$ cat src/rtl/instr_mem_pkg.sv
// Shared definitions for the loadable instruction memory.
// Contents:
//   state_t           controller state encoding (IDLE=0, LOAD=1, RUN=2)
//   NOP_INSTR         default substitute word, addi x0,x0,0
//   FAULT_MISALIGNED  bit index of the misaligned-fetch flag
//   FAULT_RANGE       bit index of the out-of-range flag
package instr_mem_pkg;

  typedef enum logic [1:0] {
    ST_IDLE = 2'd0,
    ST_LOAD = 2'd1,
    ST_RUN  = 2'd2
  } state_t;

  localparam logic [31:0] NOP_INSTR = 32'h0000_0013;

  localparam int FAULT_MISALIGNED = 0;
  localparam int FAULT_RANGE      = 1;

endpackage

$ cat src/rtl/byte_ram_w32.sv
// Byte-organised RAM with one aligned 32-bit write port and one registered
// 32-bit little-endian read port. Byte 0 of a word sits in data bits [7:0].
// Ports:
//   clk    rising-edge clock
//   we     write enable for the word at waddr
//   waddr  word index of the write
//   wdata  word to write
//   re     read enable; rdata updates only when set, otherwise it holds
//   raddr  word index of the read
//   rdata  registered read word
// The array has no reset so its contents survive a controller reset.
module byte_ram_w32 #(
  parameter int DEPTH_BYTES = 256,
  parameter int IW          = $clog2(DEPTH_BYTES / 4)
) (
  input  logic          clk,
  input  logic          we,
  input  logic [IW-1:0] waddr,
  input  logic [31:0]   wdata,
  input  logic          re,
  input  logic [IW-1:0] raddr,
  output logic [31:0]   rdata
);

  logic [7:0] mem [DEPTH_BYTES];

  always_ff @(posedge clk) begin
    if (we) begin
      for (int k = 0; k < 4; k++) begin
        mem[{waddr, 2'(k)}] <= wdata[8*k +: 8];
      end
    end
  end

  always_ff @(posedge clk) begin
    if (re) begin
      rdata <= {mem[{raddr, 2'd3}], mem[{raddr, 2'd2}],
                mem[{raddr, 2'd1}], mem[{raddr, 2'd0}]};
    end
  end

endmodule

$ cat src/rtl/instr_mem_loadable.sv
// Run-time loadable, byte-addressed instruction memory for the IF stage.
// A loader fills the memory word by word in LOAD, then RUN serves 1-cycle
// fetches with stall hold and misaligned/out-of-range fault reporting.
// Ports:
//   clk, reset_n       clock, synchronous active-low reset
//   load_start         enter LOAD, clear write pointer
//   load_valid         load_data valid this cycle
//   load_data          word to store, bits [7:0] at the lowest address
//   load_done          leave LOAD for RUN
//   load_ready         LOAD and pointer below DEPTH_BYTES
//   load_ptr           current byte write pointer
//   load_overflow      sticky: word offered with the memory full
//   fetch_req          fetch request at inst_address
//   stall              hold instruction/inst_valid/fault
//   inst_address       byte fetch address
//   instruction        fetched word (NOP_WORD on fault and after reset)
//   inst_valid         instruction holds a fetch result
//   fault              {out_of_range, misaligned}
//   state_o            IDLE=0, LOAD=1, RUN=2
module instr_mem_loadable
  import instr_mem_pkg::*;
#(
  parameter int          DEPTH_BYTES = 256,
  parameter int          ADDR_W      = 64,
  parameter logic [31:0] NOP_WORD    = NOP_INSTR
) (
  input  logic                           clk,
  input  logic                           reset_n,
  input  logic                           load_start,
  input  logic                           load_valid,
  input  logic [31:0]                    load_data,
  input  logic                           load_done,
  output logic                           load_ready,
  output logic [$clog2(DEPTH_BYTES):0]   load_ptr,
  output logic                           load_overflow,
  input  logic                           fetch_req,
  input  logic                           stall,
  input  logic [ADDR_W-1:0]              inst_address,
  output logic [31:0]                    instruction,
  output logic                           inst_valid,
  output logic [1:0]                     fault,
  output logic [1:0]                     state_o
);

  localparam int BW = $clog2(DEPTH_BYTES);
  localparam int PW = BW + 1;
  localparam int IW = BW - 2;

  state_t        state_q, state_d;
  logic [PW-1:0] ptr_q;
  logic          ovf_q;
  logic          valid_q;
  logic [1:0]    fault_q;
  logic          show_nop_q;

  logic          misaligned, out_of_range;
  logic          wr_en, fetch_take, ram_re;
  logic [31:0]   ram_rdata;

  always_ff @(posedge clk) begin
    if (!reset_n) state_q <= ST_IDLE;
    else          state_q <= state_d;
  end

  // load_start restarts loading from any state and beats load_done.
  always_comb begin
    state_d = state_q;
    unique case (state_q)
      ST_IDLE: if (load_start) state_d = ST_LOAD;
      ST_LOAD: begin
        if (load_start)     state_d = ST_LOAD;
        else if (load_done) state_d = ST_RUN;
      end
      ST_RUN:  if (load_start) state_d = ST_LOAD;
      default: state_d = ST_IDLE;
    endcase
  end

  // Full-width compare so a huge address can never wrap into range.
  assign misaligned   = (inst_address[1:0] != 2'b00);
  assign out_of_range = (inst_address > ADDR_W'(DEPTH_BYTES - 4));

  assign load_ready = (state_q == ST_LOAD) && (ptr_q < PW'(DEPTH_BYTES));
  assign wr_en      = (state_q == ST_LOAD) && !load_start && load_valid && load_ready;
  assign fetch_take = (state_q == ST_RUN) && !load_start && fetch_req && !stall;
  // Faulting fetches never touch the array, which also keeps the index legal.
  assign ram_re     = fetch_take && !misaligned && !out_of_range;

  always_ff @(posedge clk) begin
    if (!reset_n) begin
      ptr_q <= '0;
      ovf_q <= 1'b0;
    end else begin
      if (load_start)  ptr_q <= '0;
      else if (wr_en)  ptr_q <= ptr_q + PW'(4);
      if ((state_q == ST_LOAD) && !load_start && load_valid && !load_ready)
        ovf_q <= 1'b1;
    end
  end

  // The read data register only changes on a clean fetch, so holding on stall
  // or idle cycles falls out naturally; show_nop_q selects the substitute.
  always_ff @(posedge clk) begin
    if (!reset_n) begin
      valid_q    <= 1'b0;
      fault_q    <= 2'b00;
      show_nop_q <= 1'b1;
    end else if (load_start) begin
      valid_q <= 1'b0;
    end else if ((state_q == ST_RUN) && !stall) begin
      valid_q <= fetch_req;
      if (fetch_req) begin
        fault_q[FAULT_MISALIGNED] <= misaligned;
        fault_q[FAULT_RANGE]      <= out_of_range;
        show_nop_q                <= misaligned || out_of_range;
      end
    end
  end

  byte_ram_w32 #(
    .DEPTH_BYTES(DEPTH_BYTES),
    .IW         (IW)
  ) u_ram (
    .clk  (clk),
    .we   (wr_en),
    .waddr(ptr_q[BW-1:2]),
    .wdata(load_data),
    .re   (ram_re),
    .raddr(inst_address[BW-1:2]),
    .rdata(ram_rdata)
  );

  assign instruction   = show_nop_q ? NOP_WORD : ram_rdata;
  assign inst_valid    = valid_q;
  assign fault         = fault_q;
  assign load_ptr      = ptr_q;
  assign load_overflow = ovf_q;
  assign state_o       = state_q;

endmodule
$ cat config.mk
export PLATFORM = sky130hd
export DESIGN_NAME = instr_mem_loadable
export DESIGN_NICKNAME = d
export VERILOG_FILES = /design/src/rtl/instr_mem_pkg.sv /design/src/rtl/byte_ram_w32.sv /design/src/rtl/instr_mem_loadable.sv
export SDC_FILE = /design/constraint.sdc
export NUM_CORES = 2
export LEC_CHECK = 0
export ABC_CLOCK_PERIOD_IN_PS = 11800
export CORE_UTILIZATION = 37
export CTS_CLUSTER_DIAMETER = 50
export DETAILED_ROUTE_END_ITERATION = 12
export DONT_BUFFER_PORTS = 1
export HOLD_SLACK_MARGIN = 0.02
export MAX_ROUTING_LAYER = met4
export SETUP_SLACK_MARGIN = 0.5
export SLEW_MARGIN = 20
export SYNTH_ARGS = -nofsm -noshare
export SYNTH_HDL_FRONTEND = slang
export SYNTH_SLANG_ARGS = --single-unit
$ cat constraint.sdc
create_clock -name clk -period 11.8 [get_ports clk]
set_input_delay 2.36 -clock clk [delete_from_list [all_inputs] [get_ports clk]]
set_output_delay 2.36 -clock clk [all_outputs]
set_load 0.005 [all_outputs]
==> flow_summary.toml <==
[logic_synthesis]
async_flop_share = 0
synth_enable_flop_cells = 2080
synth_compound_area_frac = 0.02126
ys_ff_latch = 2094
mux_contribution_to_synthesized_area = 0.1671
adder_and_majority_cell_fraction_of_the_synthesized_area = 0.0001554
synth.avg_cell_area_um2 = 22.41
post_synth_and_or_nand_nor_area_fraction = 0.01670
synthFlopType = "sky130_fd_sc_hd__edfxtp_1"
synthesized_area_fraction_occupied_by_xor_and_xnor_cells = 0.0004350
syn_inst = 3593
yosys.cell_types.count = 51
yosysWarningCount = 0
ys_seq_area_frac = 0.7791
netlist_area_um2 = 80530
largest_family_of_logic_cells_by_synthesized_area = "multiplexers"

[clocking]
clk_transition_reported_paths_ps = 60
max_buffers_root_to_sink = 3
post_cts_resize_count = 0
cts_hold_repair.buffers = 0
worst_skew_pair.late_latency_ps = 850
clkSinkCount = 2094
cts_htree_levels = 4
tritoncts.num_buffers = 204
post_cts.repair.setup_buffers = 0
tritoncts = "built"
clock_tree.root_cell = "sky130_fd_sc_hd__clkbuf_16"

[global_routing]
grt_pass1_wl_mm = 285.7
gr-usage-all-layers = 0.1917
grt_start_max_net_pins = 485
grt_remaining_overflow = 0
antenna_found_initial = 16
vias_in_the_first_global_route = 36740

[sta]
unrepaired_setup_endpoints_after_global_routing = "no"
highest_clock_frequency_the_design_can_meet_ghz = 0.1677
finalSetupTns_ps = 0
layout_min_cycle_time_ps = 5963
period_share = 0.5053
final-max-slew-violation-count = 238
final_hold_viol_count = 0
skew_ps = 59.76
finalSetupViolCount = 0
slew_headroom = -0.4868
worstMarginPinSlew_ps = 2230
fin_ws_ps = 5837

[setup_path]
rr_worst_depth = 5
critical_path.reg2reg.endpoint = "u_ram.mem[6][0]$_DFFE_PP_"
worst_r2r_startpoint = "state_o[0]$_SDFFE_PN0P_"
sort_of_element_at_the_end_of_the_critical_path = "flop"
worst_setup_path_start = "inst_address[3]"
critPathKind = "in2reg"
cp_data_arrival_time_ps = 6560
worst-path-max-fanout = 374
worstPathRequired_ps = 12400
timing.critical_path.to = "u_ram.rdata[20]$_DFFE_PP_"
critPathLaunchType = "input port"
regToRegSetupSlack_ps = 7640

[outcome]
failed_checks = "max-slew violations"
run_status = "complete, but fails checks"

[routing]
drtAntennaViolNets = 0
detail_route.first_pass.iterations = 6
drc = 0
drt-vias-per-instance = 5.555
postRouteWirelength_mm = 205.4
first_iter_violations = 4636
detail_route.wl_per_cell_um = 30.67
vias_after_detailed_routing = 37190

[worst_hold_path]
min_path_cells = 2
holdCritPathClass = "reg2reg"

[floorplan]
die_area_um2 = 219500
io_pins = 151
fp-row-count = 170
die_h_um = 468.5
coreArea_um2 = 215500
initial_utilization = 0.3737
die_width_um = 468.5

[finish]
fillerInstances = 18260
post_route_cells_drive_above_1_share = 0.2316
multi_input_comb_area_um2 = 17070
fin_util = 0.4221
postLayoutCellArea_um2 = 90960
combined_flip_flop_and_latch_cell_area_um2 = 62740
nets = 3773
flow.area_growth_from_synthesis_pct = 12.95

[placement]
gp_routability_congestion = 0.8703
io_buffers = 0
dp_hpwl_mm = 115.4
place_worst_setup_slack_ps = 5699
placedInstanceArea_um2 = 84030

[pwr]
static-leakage-power_nw = 28.10
vdd.ir_drop.worst_v = 0.0001648
power_per_cell_area_nw_per_um2 = 164.5

[job]
drv_cap = 0
## kinds of logic (layout without fill, tap and decap cells)
family | Yosys count | count (layout)
flip-flops | 2094 | 2094
multiplexers | 767 | 767
AO/OA/AOI/OAI | 266 | 266
AND/OR/NAND/NOR | 255 | 255
buffers and inverters | 205 | 446
XOR/XNOR | 4 | 4
adder cells (fa/ha/maj) | 1 | 1
other | 1 | 24
## critical path, cell delays in order
cell and delay, ps:
sky130_fd_sc_hd__nor2b_2 1430, sky130_fd_sc_hd__buf_4 380, sky130_fd_sc_hd__a221oi_1 180, sky130_fd_sc_hd__o21ai_0 360, sky130_fd_sc_hd__a21oi_1 370, sky130_fd_sc_hd__or3_1 400
## state kept, by name, summed over array words and instances (netlist names)
register and count:
load_overflow 1, show_nop_q 1, inst_valid 1, state_o 2
load_ptr 7, fault 2, u_ram.mem 2048, u_ram.rdata 32
## Yosys cell counts (all sizes together) (8+ instances only)
cell / n / share of area
edfxtp: 2080 / 0.78
mux4: 442 / 0.13
mux2i: 265 / 0.033
buf: 146 / 0.012
o22ai: 119 / 0.0092
nor2: 81 / 0.0038
mux2: 60 / 0.0084
clkbuf: 54 / 0.0025
nor2b: 40 / 0.0031
a21oi: 39 / 0.0024
or3: 33 / 0.0026
o21ai: 31 / 0.0019
a211oi: 30 / 0.0028
a221oi: 29 / 0.0032
nand2: 24 / 0.0011
nor4: 16 / 0.0012
dfxtp: 14 / 0.0035
nand3: 13 / 0.00081
a22oi: 10 / 0.00093
nand2b: 8 / 0.00062
or2: 8 / 0.00062
## stage by stage
step	power, W	hold WS, ps	cells
after global placement	0.008750	498.6	6264
after floorplan	0.008711	482.3	3594
after detailed placement	0.008753	510.7	6281
after CTS	0.01500	519.1	6653
after global routing	0.01531	593.2	6686
final	0.01496	516.7	6695
## per-layer routing
metal / track usage / wire (um) / share of wire
met1: 0.2481 / 81710 / 0.40
met2: 0.3028 / 102300 / 0.50
met3: 0.03122 / 14060 / 0.068
met4: 0.07635 / 7263 / 0.035
met5: - / 0 / 0
## where the power goes
part           internal, W  switching (W)
combinational     0.000225       0.000248
sequential         0.00818     0.00000140
clock              0.00353        0.00278
total               0.0119        0.00303
## cell usage in the layout, fill, tap and decap left out, types with 21 or more instances in the layout
cell and n:
sky130_fd_sc_hd__clkbuf_16 205, sky130_fd_sc_hd__clkinv_2 30, sky130_fd_sc_hd__mux2i_1 265, sky130_fd_sc_hd__mux4_2 396, sky130_fd_sc_hd__a221oi_1 29, sky130_fd_sc_hd__diode_2 22, sky130_fd_sc_hd__mux4_1 46, sky130_fd_sc_hd__or3_1 33
sky130_fd_sc_hd__a211oi_1 30, sky130_fd_sc_hd__buf_4 34, sky130_fd_sc_hd__nor2_4 64, sky130_fd_sc_hd__nor2b_1 39, sky130_fd_sc_hd__edfxtp_1 2080, sky130_fd_sc_hd__clkinv_1 50, sky130_fd_sc_hd__buf_12 21, sky130_fd_sc_hd__o22ai_1 118
sky130_fd_sc_hd__o21ai_0 31, sky130_fd_sc_hd__clkbuf_1 44, sky130_fd_sc_hd__a21oi_1 39, sky130_fd_sc_hd__nand2_1 24, sky130_fd_sc_hd__mux2_2 60
## final cells by class
class / count / share of cell area
antenna: 22 / 0.0006053
clock buffer: 249 / 0.05822
timing repair buffer: 71 / 0.01227
sequential: 2094 / 0.6898
tap: 2838 / 0.03904
multi-input combinational: 1295 / 0.1877
inverter: 3 / 0.0001513
clock inverter: 123 / 0.01222
## worst min-delay path by stage
| stage | start | endpoint |
|---|---|---|
| 3_5_place_dp | show_nop_q$_SDFFE_PN1P_ | show_nop_q$_SDFFE_PN1P_ |
| 3_3_place_gp | show_nop_q$_SDFFE_PN1P_ | show_nop_q$_SDFFE_PN1P_ |
| 6_report | show_nop_q$_SDFFE_PN1P_ | show_nop_q$_SDFFE_PN1P_ |
| 2_1_floorplan | load_overflow$_SDFFE_PN0P_ | load_overflow$_SDFFE_PN0P_ |
| 5_1_grt | show_nop_q$_SDFFE_PN1P_ | show_nop_q$_SDFFE_PN1P_ |
| 4_1_cts | show_nop_q$_SDFFE_PN1P_ | show_nop_q$_SDFFE_PN1P_ |
(Power assumes the default switching activity.)
